## config.mk

```make
export PLATFORM = sky130hd
export DESIGN_NAME = uart_cmd_engine
export DESIGN_NICKNAME = d
export VERILOG_FILES = /design/src/rtl/uart_cmd_pkg.sv /design/src/rtl/uart_cmd_engine_timeout_ctr.sv /design/src/rtl/uart_cmd_engine.sv
export SDC_FILE = /design/constraint.sdc
export NUM_CORES = 1
export LEC_CHECK = 0
export CAP_MARGIN = 5
export CORE_ASPECT_RATIO = 0.7
export CORE_MARGIN = 10
export CORE_UTILIZATION = 45
export CTS_CLUSTER_SIZE = 12
export DETAILED_ROUTE_END_ITERATION = 8
export HOLD_SLACK_MARGIN = 0.1
export MAX_ROUTING_LAYER = met4
export PLACE_DENSITY = 0.68
export SETUP_SLACK_MARGIN = 0.4
export SLEW_MARGIN = 20
export SYNTH_ARGS = -nofsm -noshare
export SYNTH_HDL_FRONTEND = slang
export SYNTH_SLANG_ARGS = --single-unit
```

## constraint.sdc

```tcl
create_clock -name clk -period 3.9 [get_ports clk]
set_input_delay 0.78 -clock clk [delete_from_list [all_inputs] [get_ports clk]]
set_output_delay 0.78 -clock clk [all_outputs]
set_load 0.01 [all_outputs]
```

## src/rtl/uart_cmd_pkg.sv

```systemverilog
// Shared definitions for the UART command engine: FSM encodings, opcodes,
// response bytes and frame-length decode.
package uart_cmd_pkg;

  typedef enum logic [2:0] {
    ST_IDLE    = 3'd0,
    ST_GET_ARG = 3'd1,
    ST_EXEC    = 3'd2,
    ST_SEND    = 3'd3,
    ST_WAIT_TX = 3'd4
  } state_e;

  localparam logic [7:0] OP_ON       = 8'hA1;
  localparam logic [7:0] OP_OFF      = 8'hA2;
  localparam logic [7:0] OP_READ     = 8'hB1;
  localparam logic [7:0] OP_READ_ALL = 8'hB2;
  localparam logic [7:0] OP_RESET    = 8'hC1;

  localparam logic [7:0] RSP_ACK  = 8'h55;
  localparam logic [7:0] RSP_NACK = 8'hEE;
  localparam logic [7:0] RSP_RST  = 8'hAA;

  // Opcodes that carry a channel argument byte.
  function automatic logic opcode_is_2byte(input logic [7:0] op);
    case (op)
      OP_ON, OP_OFF, OP_READ: return 1'b1;
      default:                return 1'b0;
    endcase
  endfunction

endpackage

```

## src/rtl/uart_cmd_engine_timeout_ctr.sv

```systemverilog
// Loadable down-counter; expire flags the enabled cycle in which the count
// has already run out, so a load of N-1 gives an N-cycle window.
module cmd_timeout_ctr #(
  parameter int W = 10
) (
  input  logic         clk,
  input  logic         rst,
  input  logic         load,
  input  logic [W-1:0] load_val,
  input  logic         en,
  output logic         expire
);

  logic [W-1:0] cnt_r;

  // Reload at window start, then count down while enabled.
  always_ff @(posedge clk or posedge rst) begin
    if (rst) begin
      cnt_r <= {W{1'b0}};
    end else if (load) begin
      cnt_r <= load_val;
    end else if (en && (cnt_r != {W{1'b0}})) begin
      cnt_r <= cnt_r - W'(1'b1);
    end
  end

  assign expire = en && !load && (cnt_r == {W{1'b0}});

endmodule

```

## src/rtl/uart_cmd_engine.sv

```systemverilog
// UART command engine: parses 1/2-byte frames, drives channel state and
// returns one response byte per frame through the TX busy handshake.
module uart_cmd_engine
  import uart_cmd_pkg::*;
#(
  parameter int NUM_CH      = 4,
  parameter int TIMEOUT_CYC = 1000,
  parameter int ERR_W       = 8
) (
  input  logic              clk,
  input  logic              rst,
  input  logic              rx_valid,
  input  logic [7:0]        rx_data,
  input  logic              tx_busy,
  output logic              tx_start,
  output logic [7:0]        tx_data,
  output logic [NUM_CH-1:0] led_state,
  output logic [2:0]        state,
  output logic              cmd_done,
  output logic [ERR_W-1:0]  err_cnt
);

  localparam int CNT_W = (TIMEOUT_CYC > 1) ? $clog2(TIMEOUT_CYC) : 1;
  localparam int IDX_W = (NUM_CH > 1) ? $clog2(NUM_CH) : 1;

  state_e            state_r, next_state_s;
  logic [7:0]        opcode_r, arg_r, tx_data_r, rsp_nx_s;
  logic [NUM_CH-1:0] led_r, led_nx_s;
  logic [ERR_W-1:0]  err_r;
  logic              wait_first_r, err_event_s, expire_s, tmo_load_s, tmo_en_s, arg_ok_s;
  logic [IDX_W-1:0]  arg_idx_s;

  assign arg_ok_s   = (arg_r < 8'(NUM_CH));
  assign arg_idx_s  = arg_r[IDX_W-1:0];
  assign tmo_load_s = (state_r == ST_IDLE) && rx_valid && opcode_is_2byte(rx_data);
  assign tmo_en_s   = (state_r == ST_GET_ARG) && !rx_valid;

  cmd_timeout_ctr #(.W(CNT_W)) u_tmo (
    .clk      (clk),
    .rst      (rst),
    .load     (tmo_load_s),
    .load_val (CNT_W'(TIMEOUT_CYC - 1)),
    .en       (tmo_en_s),
    .expire   (expire_s)
  );

  // State register.
  always_ff @(posedge clk or posedge rst) begin
    if (rst) state_r <= ST_IDLE;
    else     state_r <= next_state_s;
  end

  // Next-state logic.
  always_comb begin
    next_state_s = state_r;
    case (state_r)
      ST_IDLE: begin
        if (rx_valid) next_state_s = opcode_is_2byte(rx_data) ? ST_GET_ARG : ST_EXEC;
        else          next_state_s = ST_IDLE;
      end
      ST_GET_ARG: begin
        if (rx_valid)      next_state_s = ST_EXEC;
        else if (expire_s) next_state_s = ST_SEND;
        else               next_state_s = ST_GET_ARG;
      end
      ST_EXEC: next_state_s = ST_SEND;
      ST_SEND: begin
        if (!tx_busy) next_state_s = ST_WAIT_TX;
        else          next_state_s = ST_SEND;
      end
      ST_WAIT_TX: begin
        // The entry cycle never exits: tx_busy has only just been raised.
        if (!wait_first_r && !tx_busy) next_state_s = ST_IDLE;
        else                           next_state_s = ST_WAIT_TX;
      end
      default: next_state_s = ST_IDLE;
    endcase
  end

  // Output / datapath decode; bytes arriving outside IDLE and GET_ARG are overruns.
  always_comb begin
    tx_start    = 1'b0;
    cmd_done    = 1'b0;
    led_nx_s    = led_r;
    rsp_nx_s    = tx_data_r;
    err_event_s = 1'b0;
    case (state_r)
      ST_IDLE: begin
        err_event_s = 1'b0;
      end
      ST_GET_ARG: begin
        if (expire_s) begin
          rsp_nx_s    = RSP_NACK;
          err_event_s = 1'b1;
        end else begin
          err_event_s = 1'b0;
        end
      end
      ST_EXEC: begin
        err_event_s = rx_valid;
        case (opcode_r)
          OP_ON, OP_OFF: begin
            if (arg_ok_s) begin
              led_nx_s[arg_idx_s] = (opcode_r == OP_ON);
              rsp_nx_s            = RSP_ACK;
            end else begin
              rsp_nx_s    = RSP_NACK;
              err_event_s = 1'b1;
            end
          end
          OP_READ: begin
            if (arg_ok_s) begin
              rsp_nx_s = {7'd0, led_r[arg_idx_s]};
            end else begin
              rsp_nx_s    = RSP_NACK;
              err_event_s = 1'b1;
            end
          end
          OP_READ_ALL: begin
            rsp_nx_s             = 8'h00;
            rsp_nx_s[NUM_CH-1:0] = led_r;
          end
          OP_RESET: begin
            led_nx_s = {NUM_CH{1'b0}};
            rsp_nx_s = RSP_RST;
          end
          default: begin
            rsp_nx_s    = RSP_NACK;
            err_event_s = 1'b1;
          end
        endcase
      end
      ST_SEND: begin
        tx_start    = !tx_busy;
        err_event_s = rx_valid;
      end
      ST_WAIT_TX: begin
        cmd_done    = !wait_first_r && !tx_busy;
        err_event_s = rx_valid;
      end
      default: begin
        err_event_s = 1'b0;
      end
    endcase
  end

  // Frame bytes, response, channel state and saturating error count.
  always_ff @(posedge clk or posedge rst) begin
    if (rst) begin
      opcode_r     <= 8'h00;
      arg_r        <= 8'h00;
      tx_data_r    <= 8'h00;
      led_r        <= {NUM_CH{1'b0}};
      err_r        <= {ERR_W{1'b0}};
      wait_first_r <= 1'b0;
    end else begin
      if ((state_r == ST_IDLE) && rx_valid)    opcode_r <= rx_data;
      if ((state_r == ST_GET_ARG) && rx_valid) arg_r    <= rx_data;
      tx_data_r    <= rsp_nx_s;
      led_r        <= led_nx_s;
      wait_first_r <= (state_r == ST_SEND) && !tx_busy;
      if (err_event_s && (err_r != {ERR_W{1'b1}})) err_r <= err_r + ERR_W'(1'b1);
    end
  end

  assign tx_data   = tx_data_r;
  assign led_state = led_r;
  assign err_cnt   = err_r;
  assign state     = state_r;

endmodule

```

Word level (Yosys, flattened, before mapping). Cells that the tools add are included.

$add $sub $neg: 2. $lt $le $gt $ge: 3. Equal/unequal tests: 15. Muxes and demuxes: 30. Reduce and logical (&&, ||, !) cells: 28.

Operator list (number): == test 8 bit, second input constant (8); case mux 8 bit (4 select lines) (1); 2-to-1 mux 8 bit (3); 2-to-1 mux 10 bit (2); case mux 8 bit (2 select lines) (1); case mux 3 bit (5 select lines) (1); logical AND 1 bit (11); logical NOT 10 bit (1); nonzero test 10 bit (1); subtractor 10 x 1 -> 10 bit, second input constant (1); 2-to-1 mux 1 bit (9); adder 8 x 1 -> 8 bit, second input constant (1); < comparator 8 x 3 -> 1 bit, second input constant (1); 2-to-1 mux 2 bit (4); != test 8 bit, second input constant (1); case mux 4 bit (2 select lines) (1); == test 3 x 2 -> 1 bit, second input constant (2); 2-to-1 mux 3 bit (2); nonzero test 2 bit (3); OR reduction 2 bit (3); OR reduction 3 bit (2); bitwise mux 4 bit (1); logical NOT 1 bit (4); 2-to-1 mux 4 bit (1); 12 further kinds (13).

Bits in registers: 50. Input port bits: 12. Output and inout port bits: 25. Logic and storage cells: 86.

Depth between registers and ports, before layout. Gate-level depths: netlist (run 1).

Depth after elaboration: 10. Depth in mapped cells: 8. Gate-level depth less buffers: 8.

By module. From an unflattened synthesis (run 1), not the netlist that was laid out.

Cells, all modules: 264. Area total of the unflattened synthesis: 2708.8 µm².

By module, submodules not included: uart_cmd_engine (instances 1, cells an instance 193, area an instance 2080.7 µm², seq. area each 975.9 µm²); cmd_timeout_ctr (instances 1, cells an instance 71, area an instance 628.1 µm², seq. area each 250.2 µm²).

Least setup slack after synthesis (run 1). No wires, ideal clock.

Path kind: reg-to-reg. Start point: register u_tmo.cnt_r[0]. End point: register err_r[1], in the netlist err_cnt[1]. Library setup time: 0.125 ns. Arrival: 1.969 ns. Required time: 3.775 ns. Slack: 1.807 ns. Stages on the path, launching flop included: 8. Path buffers: 0. Period minus slack after synthesis: 2.093 ns. Path through: dfrtp_1 > inv_1 > ha_1 > or3b_2 > nor4_2 > a221oi_1 > a21oi_4 > mux2_2.

Cells in the longest elaborated chain, start to end: 5.

RTL lines: start, declared (line uart_cmd_engine_timeout_ctr.sv:14) `logic [W-1:0] cnt_r;`; start signal, assigned (line uart_cmd_engine_timeout_ctr.sv:19) `cnt_r <= {W{1'b0}};`; start signal, assigned (line uart_cmd_engine_timeout_ctr.sv:21) `cnt_r <= load_val;`; start signal, assigned (line uart_cmd_engine_timeout_ctr.sv:23) `cnt_r <= cnt_r - W'(1'b1);`; logical NOT 10 bit (line uart_cmd_engine_timeout_ctr.sv:27) `assign expire = en && !load && (cnt_r == {W{1'b0}});`; logical AND 1 bit (line uart_cmd_engine_timeout_ctr.sv:27); 2-to-1 mux 1 bit (line uart_cmd_engine.sv:92) `if (expire_s) begin`; case mux 1 bit (3 select lines) (line uart_cmd_engine.sv:87) `case (state_r)`; logical AND 1 bit (line uart_cmd_engine.sv:162) `if (err_event_s && (err_r != {ERR_W{1'b1}})) err_r <= err_r + ERR_W'(1'b1);`; end signal, assigned (line uart_cmd_engine.sv:154) `err_r <= {ERR_W{1'b0}};`; end signal, assigned (line uart_cmd_engine.sv:162); end, declared (line uart_cmd_engine.sv:29) `logic [ERR_W-1:0] err_r;`.

Every way passes these cells. A chain may end at the register's enable or synchronous reset.

Final worst setup path (run 1).
Start point: input port tx_busy. End point: output port tx_start.

Cells in the longest elaborated chain, start to end: 2.

RTL lines: start, declared (line uart_cmd_engine.sv:14) `input logic tx_busy,`; logical NOT 1 bit (line uart_cmd_engine.sv:134) `tx_start = !tx_busy;`; 2-to-1 mux 1 bit (line uart_cmd_engine.sv:87); end, declared (line uart_cmd_engine.sv:15) `output logic tx_start,`.

Every way passes these cells.

==> flow_summary.ini, run 1 <==
[outcome]
run_status = completed

[floorplan]
core_area_um2 = 5290
boundaryPins = 37
die-area_um2 = 8900
dieHeight_um = 82.0
start_util_pct = 46.7
die_x_um = 109
rows = 22

[setup_path]
critPathMaxFanout = 3
criticalPathCategory = in2out
critPathCaptureType = output pin
crit_required_ns = 3.12
critPathArrivalTime_ns = 2.11
crit_path_start_kind = primary input

[place]
io_buffers = 36
dpl.hpwl_um = 3960
routabilityCongestion = 0.860
dpl.cell_count = 346

[drt]
drtPass1Iterations = 4
vias = 1888
wl_met3_um = 417
finalWirelength_um = 5330
routedWlPerCell_um = 15.1
ant_nets = 0
wl_met2_um = 1980
viasPerCell = 5.33
drc = 0
drt_iter0_drc = 100
dr.max_layer_used = met4
wl_met1_um = 2920

[global_routing]
antenna_found_initial = 0
grt_overflow_total = 0
grt_pass1_vias = 1796
grtUsageTotal_pct = 12.8
grt_max_degree = 50
grt_pass1_wl_um = 8920

[cells_and_area]
num-fill-cells = 444
syn2layout_area_growth_pct = 23.4
instances_no_fill = 354
layout-drive-gt1-share_pct = 13.8
fin_nets = 296
antenna_cells = 0

[logic_synthesis]
ys.warnings.count = 0
synthTopCellsByArea = dfrtp_1 (50%), mux2_2 (7.8%), nand2_1 (4.6%)
syn_nets = 255
synth_top_area_cell = dfrtp_1
syn_avg_cell_area_um2 = 10.3
ys_ff_latch = 49
netlist.area_leader.share_pct = 49.7
yosysSeqAreaShare_pct = 49.7
synth_cells = 240
synthArstFlopShare_pct = 100
synth_edf_count = 0
synthDistinctLibCells = 48
syn_area_um2 = 2470
synth-main-ff-cell = dfrtp_1

[pwr]
pwr-share-seq_pct = 42.1
peakVddDrop_uv = 315
switching_share_pct = 36.5
p_comb_share_pct = 38.6
pwr_density_cell_nw_per_um2 = 724
leakage_uw = 0.00121
power_switching_uw = 805
p_clk_share_pct = 19.3
p_int_uw = 1400

[clocking]
cts-root-buf = clkbuf_8
ctsHoldBuffers = 0
cts_max_level = 2
clock_latency_ns = 0.31
path_clk_slew_ns = 0.08
clockBufferDepth = 2
cts_tree = done
ctsResizeCount = 0
cts_sinks = 49
cts_setup_buffers = 0
cts_made_buffers = 5

[sta]
relSlewSlack_pct = 45.1
drv_slew = 0
skew_ns = 0.00697
fmax_mhz = 346
tightest_slew_ns = 0.824
setup_viol = 0
rsz0062_at_grt = no
hold_viol_final = 0
period_share_pct = 74.2
setup_tns_ns = 0
min_period_ns = 2.89

[hold_path]
worstHoldPathType = reg2reg

[run]
max-cap-violations = 0
synth_stat cells, drive strengths merged (2+ instances only):
| cell type | n |
|---|---|
| or4 | 2 |
| mux2 | 17 |
| nor2 | 25 |
| a21boi | 2 |
| or2 | 2 |
| a21oi | 10 |
| nand3 | 7 |
| dfrtp | 49 |
| xor2 | 4 |
| nand4 | 7 |
| ha | 3 |
| a32oi | 2 |
| nand2b | 5 |
| inv | 12 |
| nor4b | 2 |
| o21ai | 6 |
| xnor2 | 11 |
| nor4 | 3 |
| nor2b | 2 |
| a31oi | 2 |
| clkbuf | 2 |
| nor3 | 8 |
| nand2 | 30 |
| or3b | 3 |
| and3 | 3 |
| a221oi | 5 |
placed cells by master (no fill, tap or decap), types with 2 or more instances in the layout:
cell type,instances
or3b_2,2
or2_2,2
nand2_1,30
nand3_1,7
a21oi_1,9
a32oi_1,2
xor2_1,4
nor3_1,8
dfrtp_1,49
or4_4,2
nand4_1,7
nor2_1,25
nor2b_1,2
a21boi_0,2
o21ai_0,5
mux2_2,17
ha_1,3
nand2b_1,5
a221oi_1,5
xnor2_1,11
inv_1,10
and3_1,3
clkdlybuf4s50_1,36
clkinv_2,2
nor4b_1,2
a31oi_1,2
clkbuf_8,5
bufinv_16,2
nor4_1,2
per-stage QoR:
step                power (uW)  instance area, um2  setup WS, ns  util, %  hold slack [ns]
finish                    2200                3050          1.01     57.6            0.499
global placement          1770                2910          1.05     55.1            0.484
global route              2380                3050         0.905     57.6            0.522
floorplan                 1490                2470          1.81        -            0.476
detailed placement        1790                2910          1.01     55.1            0.487
CTS                       2210                3040          1.01     57.6            0.503
layout make-up:
cell class	count	area, um2	area share [%]
clock buffer	5	68.8	2.26
clock inverter	3	65.1	2.14
inverter	12	46.3	1.52
multi-input combinational	176	1180	38.8
sequential	49	1230	40.3
tap	72	90.1	2.96
timing repair buffer	37	368	12.1
flip-flops by register name (all words and copies together), names as in the netlist:
| signal | flops |
|---|---|
| arg_r | 8 |
| err_cnt | 8 |
| led_state | 4 |
| opcode_r | 8 |
| state | 3 |
| tx_data | 7 |
| u_tmo.cnt_r | 10 |
| wait_first_r | 1 |
metal layers:
| metal | global-route usage [%] | vias to the layer above |
|---|---|---|
| met3 | 5.08 | 2 |
| met2 | 16.5 | 41 |
| met4 | 1.97 | 0 |
| met5 | - | - |
| met1 | 18.3 | 907 |
| li1 | - | 938 |
critical path, cell delays in order:
cell and delay [ns]:
clkdlybuf4s50_1 0.44, nand2b_1 0.19, nor2_1 0.14, clkdlybuf4s50_1 0.56
worst paths after layout:
path / start / slack (ns) / end / cells past startpoint
max in group asynchronous: rst / 2.47 / u_tmo.cnt_r[1] / 2
hold / removal: err_cnt[5] / 0.50 / err_cnt[5] / 1
hold reg to reg: err_cnt[5] / 0.50 / err_cnt[5] / 1
setup / recovery: tx_busy / 1.01 / tx_start / 4
setup reg to reg: arg_r[2] / 1.57 / led_state[3] / 6
min in group asynchronous: rst / 0.92 / u_tmo.cnt_r[6] / 2
power groups by stage:
| stage | clock (uW) | combinational [uW] | sequential, uW |
|---|---|---|---|
| final | 426 | 851 | 928 |
| after global routing | 456 | 956 | 965 |
| after floorplan | 0 | 583 | 905 |
| after global placement | 0 | 843 | 928 |
| after detailed placement | 0 | 854 | 931 |
| after CTS | 432 | 860 | 922 |
logic make-up (layout without fill, tap and decap cells):
logic type | after synthesis | in the layout | synth area share [%]
fa+ha+maj | 3 | 3 | 1.52
mux | 18 | 18 | 8.67
flops | 49 | 49 | 49.7
compound gates | 36 | 36 | 10.5
simple gates | 104 | 104 | 21.8
xor+xnor | 15 | 15 | 5.32
buf+inv | 15 | 57 | 2.48
(Power assumes the default switching activity.)
==> run 2, diff against run 1 <==
Clock period 3.9 ns to 2.95 ns, I/O delays scaled along.
==> flow_summary.ini, run 2 (synthesis results as in run 1) <==
[outcome]
run_status = completed

[clocking]
cts-root-buf = clkbuf_8
cts_tree = done
path_clk_slew_ns = 0.09
clockBufferDepth = 2
cts_made_buffers = 5
clock_latency_ns = 0.30
cts_max_level = 2
cts_sinks = 49

[cells_and_area]
top_register = u_tmo.cnt_r
antenna_cells = 0
layout-drive-gt1-share_pct = 16.1
syn2layout_area_growth_pct = 23.2
largest_reg_flops = 10
fin_nets = 300
final_common_cell = dfrtp_1
layout_common_cells = dfrtp_1 (46), clkdlybuf4s50_1 (34), nand2_1 (30), nor2_1 (25), mux2_2 (17)
num-fill-cells = 473
fin_util_pct = 57.6

[sta]
period_share_pct = 79.5
min_period_ns = 2.35
rsz0062_at_grt = no
drv_slew = 0
hold_viol_final = 0
setup_tns_ns = 0
tightest_slew_ns = 0.830
fmax_mhz = 426
relSlewSlack_pct = 44.6
skew_ns = 0.00480
setup_viol = 0
setup_ws_ns = 0.605

[hold_path]
worstHoldPathType = reg2reg
hold_path_depth = 1
hold_start = err_cnt[5]
hold_end = err_cnt[5]

[setup_path]
critical_path.top_delay_family = simple AND/OR/NAND/NOR gates
slowest_delay_ns = 0.53
crit_required_ns = 2.36
path_cells = or3b_2, nor3_1, dlygate4sd2_1
r2r_setup_slack_ns = 0.61
crit_path_start_kind = flop
r2r-end = err_cnt[1]
criticalPathCategory = reg2out
critPathMaxFanout = 9
critPathCaptureType = output pin
ff2ff_path_depth = 7
cp_slowest_cell = or3b_2
cp.buffers_inverters = 1
r2r-start = u_tmo.cnt_r[0]
critPathArrivalTime_ns = 1.76

[drt]
drc = 0
ant_nets = 0
vias = 1929
viasPerCell = 5.39
routedWlPerCell_um = 15.7
finalWirelength_um = 5600
drtPass1Iterations = 4
drt_iter0_drc = 107

[floorplan]
start_util_pct = 46.7
die_x_um = 109
core_area_um2 = 5290
rows = 22
boundaryPins = 37
die-area_um2 = 8900
dieHeight_um = 82.0

[run]
max-cap-violations = 0

[global_routing]
grt_overflow_total = 0
antenna_found_initial = 0
grt_pass1_wl_um = 9580
grtUsageTotal_pct = 13.6
grt_pass1_vias = 1889
grt_max_degree = 42

[place]
io_buffers = 36
dpl.hpwl_um = 4240
pre_cts_ws_ns = 0.427
routabilityCongestion = 0.850

[pwr]
leakage_uw = 0.00123
pwr_density_cell_nw_per_um2 = 921
peakVddDrop_uv = 501
power_uw = 2800
## run 2: cell count changes in the layout (fill, tap and decap cells not counted), moves of 2 or more
cell | before | now
bufinv_16 | 2 | 0
buf_4 | 1 | 5
dfrtp_1 | 49 | 46
clkdlybuf4s50_1 | 36 | 34
dfrtp_2 | 0 | 3
## run 2: layout make-up
type | instances | area (um2) | area share, %
clock buffers | 6 | 82.6 | 2.71
clock inverters | 2 | 13.8 | 0.452
inverters | 12 | 45.0 | 1.48
multi-input cells | 176 | 1180 | 38.8
flip-flops and latches | 49 | 1230 | 40.4
well taps | 72 | 90.1 | 2.96
repair buffers | 41 | 399 | 13.1
## run 2: timing repair
item,in CTS,in global routing
pin swaps,0,0
setup buffers,0,0
setup endpoints to repair,1,1
gates resized for setup,4,1
hold buffers,0,0
hold endpoints to repair,0,0
## run 2: where the power goes
part           switching [uW]  total (uW)  internal (uW)  leakage, uW
logic                     552        1140            590     0.000587
registers                 305        1240            936     0.000590
clock network             228         419            190    0.0000512
## run 2: how the worst max path moves through the flow
stage	start	end	slack, ns	depth (start not counted)
after floorplan	u_tmo.cnt_r[0]	err_cnt[1]	0.86	7
after global placement	tx_busy	tx_start	0.48	4
after detailed placement	tx_busy	tx_start	0.43	4
after CTS	tx_busy	tx_start	0.42	4
after global routing	u_tmo.cnt_r[1]	err_cnt[1]	0.42	7
final	state[0]	cmd_done	0.60	3
## run 2: metal layers
metal | track usage [%] | up-vias | part of all wire [%]
met5 | - | - | 0
met4 | 2.36 | 0 | 0.41
met3 | 3.91 | 6 | 6.7
met2 | 18.8 | 48 | 42
met1 | 19.5 | 933 | 51
li1 | - | 942 | -
## run 2: metrics by stage
step / std cells / hold WS (ns) / area, um2
2_1_floorplan: 240 / 0.476 / 2470
3_5_place_dp: 350 / 0.482 / 2940
3_3_place_gp: 350 / 0.481 / 2940
4_1_cts: 358 / 0.495 / 3040
5_1_grt: 358 / 0.528 / 3040
6_report: 358 / 0.498 / 3040
==> run 3, diff against run 2 <==
Clock period 2.95 ns to 2.2 ns, I/O delays scaled along.
==> flow_summary.ini, run 3 (synthesis results as in run 1) <==
[pwr]
leakage_uw = 0.00141
p_comb_share_pct = 50.9
switching_share_pct = 39.7
p_clk_share_pct = 11.7
pwr-share-seq_pct = 37.5
power_switching_uw = 1770
p_int_uw = 2700
pwr_density_cell_nw_per_um2 = 1270
peakVddDrop_uv = 942

[floorplan]
boundaryPins = 37
start_util_pct = 46.7
core_area_um2 = 5290
rows = 22
die_x_um = 109
dieHeight_um = 82.0
die-area_um2 = 8900

[setup_path]
critPathCaptureType = flop
criticalPathCategory = reg2reg
crit_required_ns = 2.38
critPathArrivalTime_ns = 2.34
crit_path_start_kind = flop
critPathMaxFanout = 4

[sta]
drv_slew = 0
fmax_mhz = 462
hold_viol_final = 0
skew_ns = 0.00982
tightest_slew_ns = 0.439
rsz0062_at_grt = yes
relSlewSlack_pct = 70.6
min_period_ns = 2.16
setup_viol = 0
period_share_pct = 98.3

[hold_path]
worstHoldPathType = in2async

[run]
max-cap-violations = 0

[place]
dpl.hpwl_um = 4110
post_dp_cell_area_um2 = 3070
io_buffers = 36
routabilityCongestion = 0.838

[clocking]
clock_latency_ns = 0.30
cts-root-buf = clkbuf_8
clockBufferDepth = 2
cts_sinks = 49
cts_tree = done
cts_max_level = 2
path_clk_slew_ns = 0.10
cts_made_buffers = 5

[drt]
finalWirelength_um = 6260
routedWlPerCell_um = 16.3
drtPass1Iterations = 4
drc = 0
drt_iter0_drc = 137
viasPerCell = 5.39
vias = 2076
ant_nets = 0

[cells_and_area]
syn2layout_area_growth_pct = 42.5
layout_common_cells = dfrtp_1 (48), clkdlybuf4s50_1 (33), buf_4 (26), nand2_1 (25), nor2_1 (17)
fin_util_pct = 66.6
final_common_cell = dfrtp_1
layout-drive-gt1-share_pct = 36.4
final_cell_area_um2 = 3520
largest_reg_flops = 10
multi_input_area_um2 = 1450
top_register = u_tmo.cnt_r
num-fill-cells = 441
antenna_cells = 0
fin_nets = 327
regArea_um2 = 1230

[global_routing]
grt_overflow_total = 0
grtUsageTotal_pct = 14.6
grt_max_degree = 50
grt_pass1_vias = 2109
antenna_found_initial = 0
grt_pass1_wl_um = 10300

[outcome]
run_status = completed
==> run 3: routing by layer <==
| metal | share of wire [%] | track usage, % | vias up |
|---|---|---|---|
| li1 | - | - | 1006 |
| met1 | 48 | 18.9 | 1017 |
| met2 | 45 | 23.0 | 48 |
| met3 | 5.7 | 3.67 | 5 |
| met4 | 0.67 | 2.23 | 0 |
| met5 | 0 | - | - |
==> run 3: power groups by stage <==
stage / Combinational, uW / Clock (uW) / Sequential (uW)
final: 2270 / 522 / 1670
after global routing: 2460 / 576 / 1740
after CTS: 2080 / 532 / 1650
after floorplan: 1040 / 0 / 1610
after global placement: 1770 / 0 / 1610
after detailed placement: 1800 / 0 / 1620
==> run 3: path summary, 6_finish.rpt <==
path | from | end | slack [ns] | cells past startpoint
max | u_tmo.cnt_r[7] | u_tmo.cnt_r[6] | 0.04 | 7
min | rst | u_tmo.cnt_r[6] | 0.50 | 3
max reg2reg | u_tmo.cnt_r[7] | u_tmo.cnt_r[6] | 0.04 | 7
min reg2reg | err_cnt[5] | err_cnt[5] | 0.50 | 1
max in group asynchronous | rst | err_cnt[2] | 1.46 | 3
min in group clk | err_cnt[5] | err_cnt[5] | 0.50 | 1
==> run 3: repair_timing <==
item | CTS | global route
setup endpoints to repair | 32 | 36
pin swaps | 24 | 11
resized for setup | 35 | 35
setup buffers | 12 | 1
hold buffers | 0 | 0
==> run 3: area by class of cell <==
type | count | share of cell area [%]
sequential | 49 | 34.9
clock buffer | 5 | 1.96
multi-input combinational | 176 | 41.2
timing repair buffer | 68 | 17.6
tap | 72 | 2.56
clock inverter | 3 | 0.498
inverter | 12 | 1.28
==> run 3: per-stage QoR <==
stage	instances	power [uW]	setup TNS, ns	hold slack [ns]	setup slack (ns)
finish	385	4470	0	0.501	0.0368
global route	385	4770	-0.0269	0.512	-0.0151
CTS	384	4260	0	0.508	0.0766
detailed placement	364	3410	0	0.483	0.0313
global placement	364	3380	0	0.480	0.0353
floorplan	240	2660	0	0.484	0.150
==> run 3: critical path, cell delays in order, from the launching register on <==
cell     delay (ns)
dfrtp_1        0.40
or4_4          0.58
or4_4          0.56
nand4_1        0.13
buf_4          0.14
nor3_2         0.04
xnor2_1        0.13
nand2_1        0.06
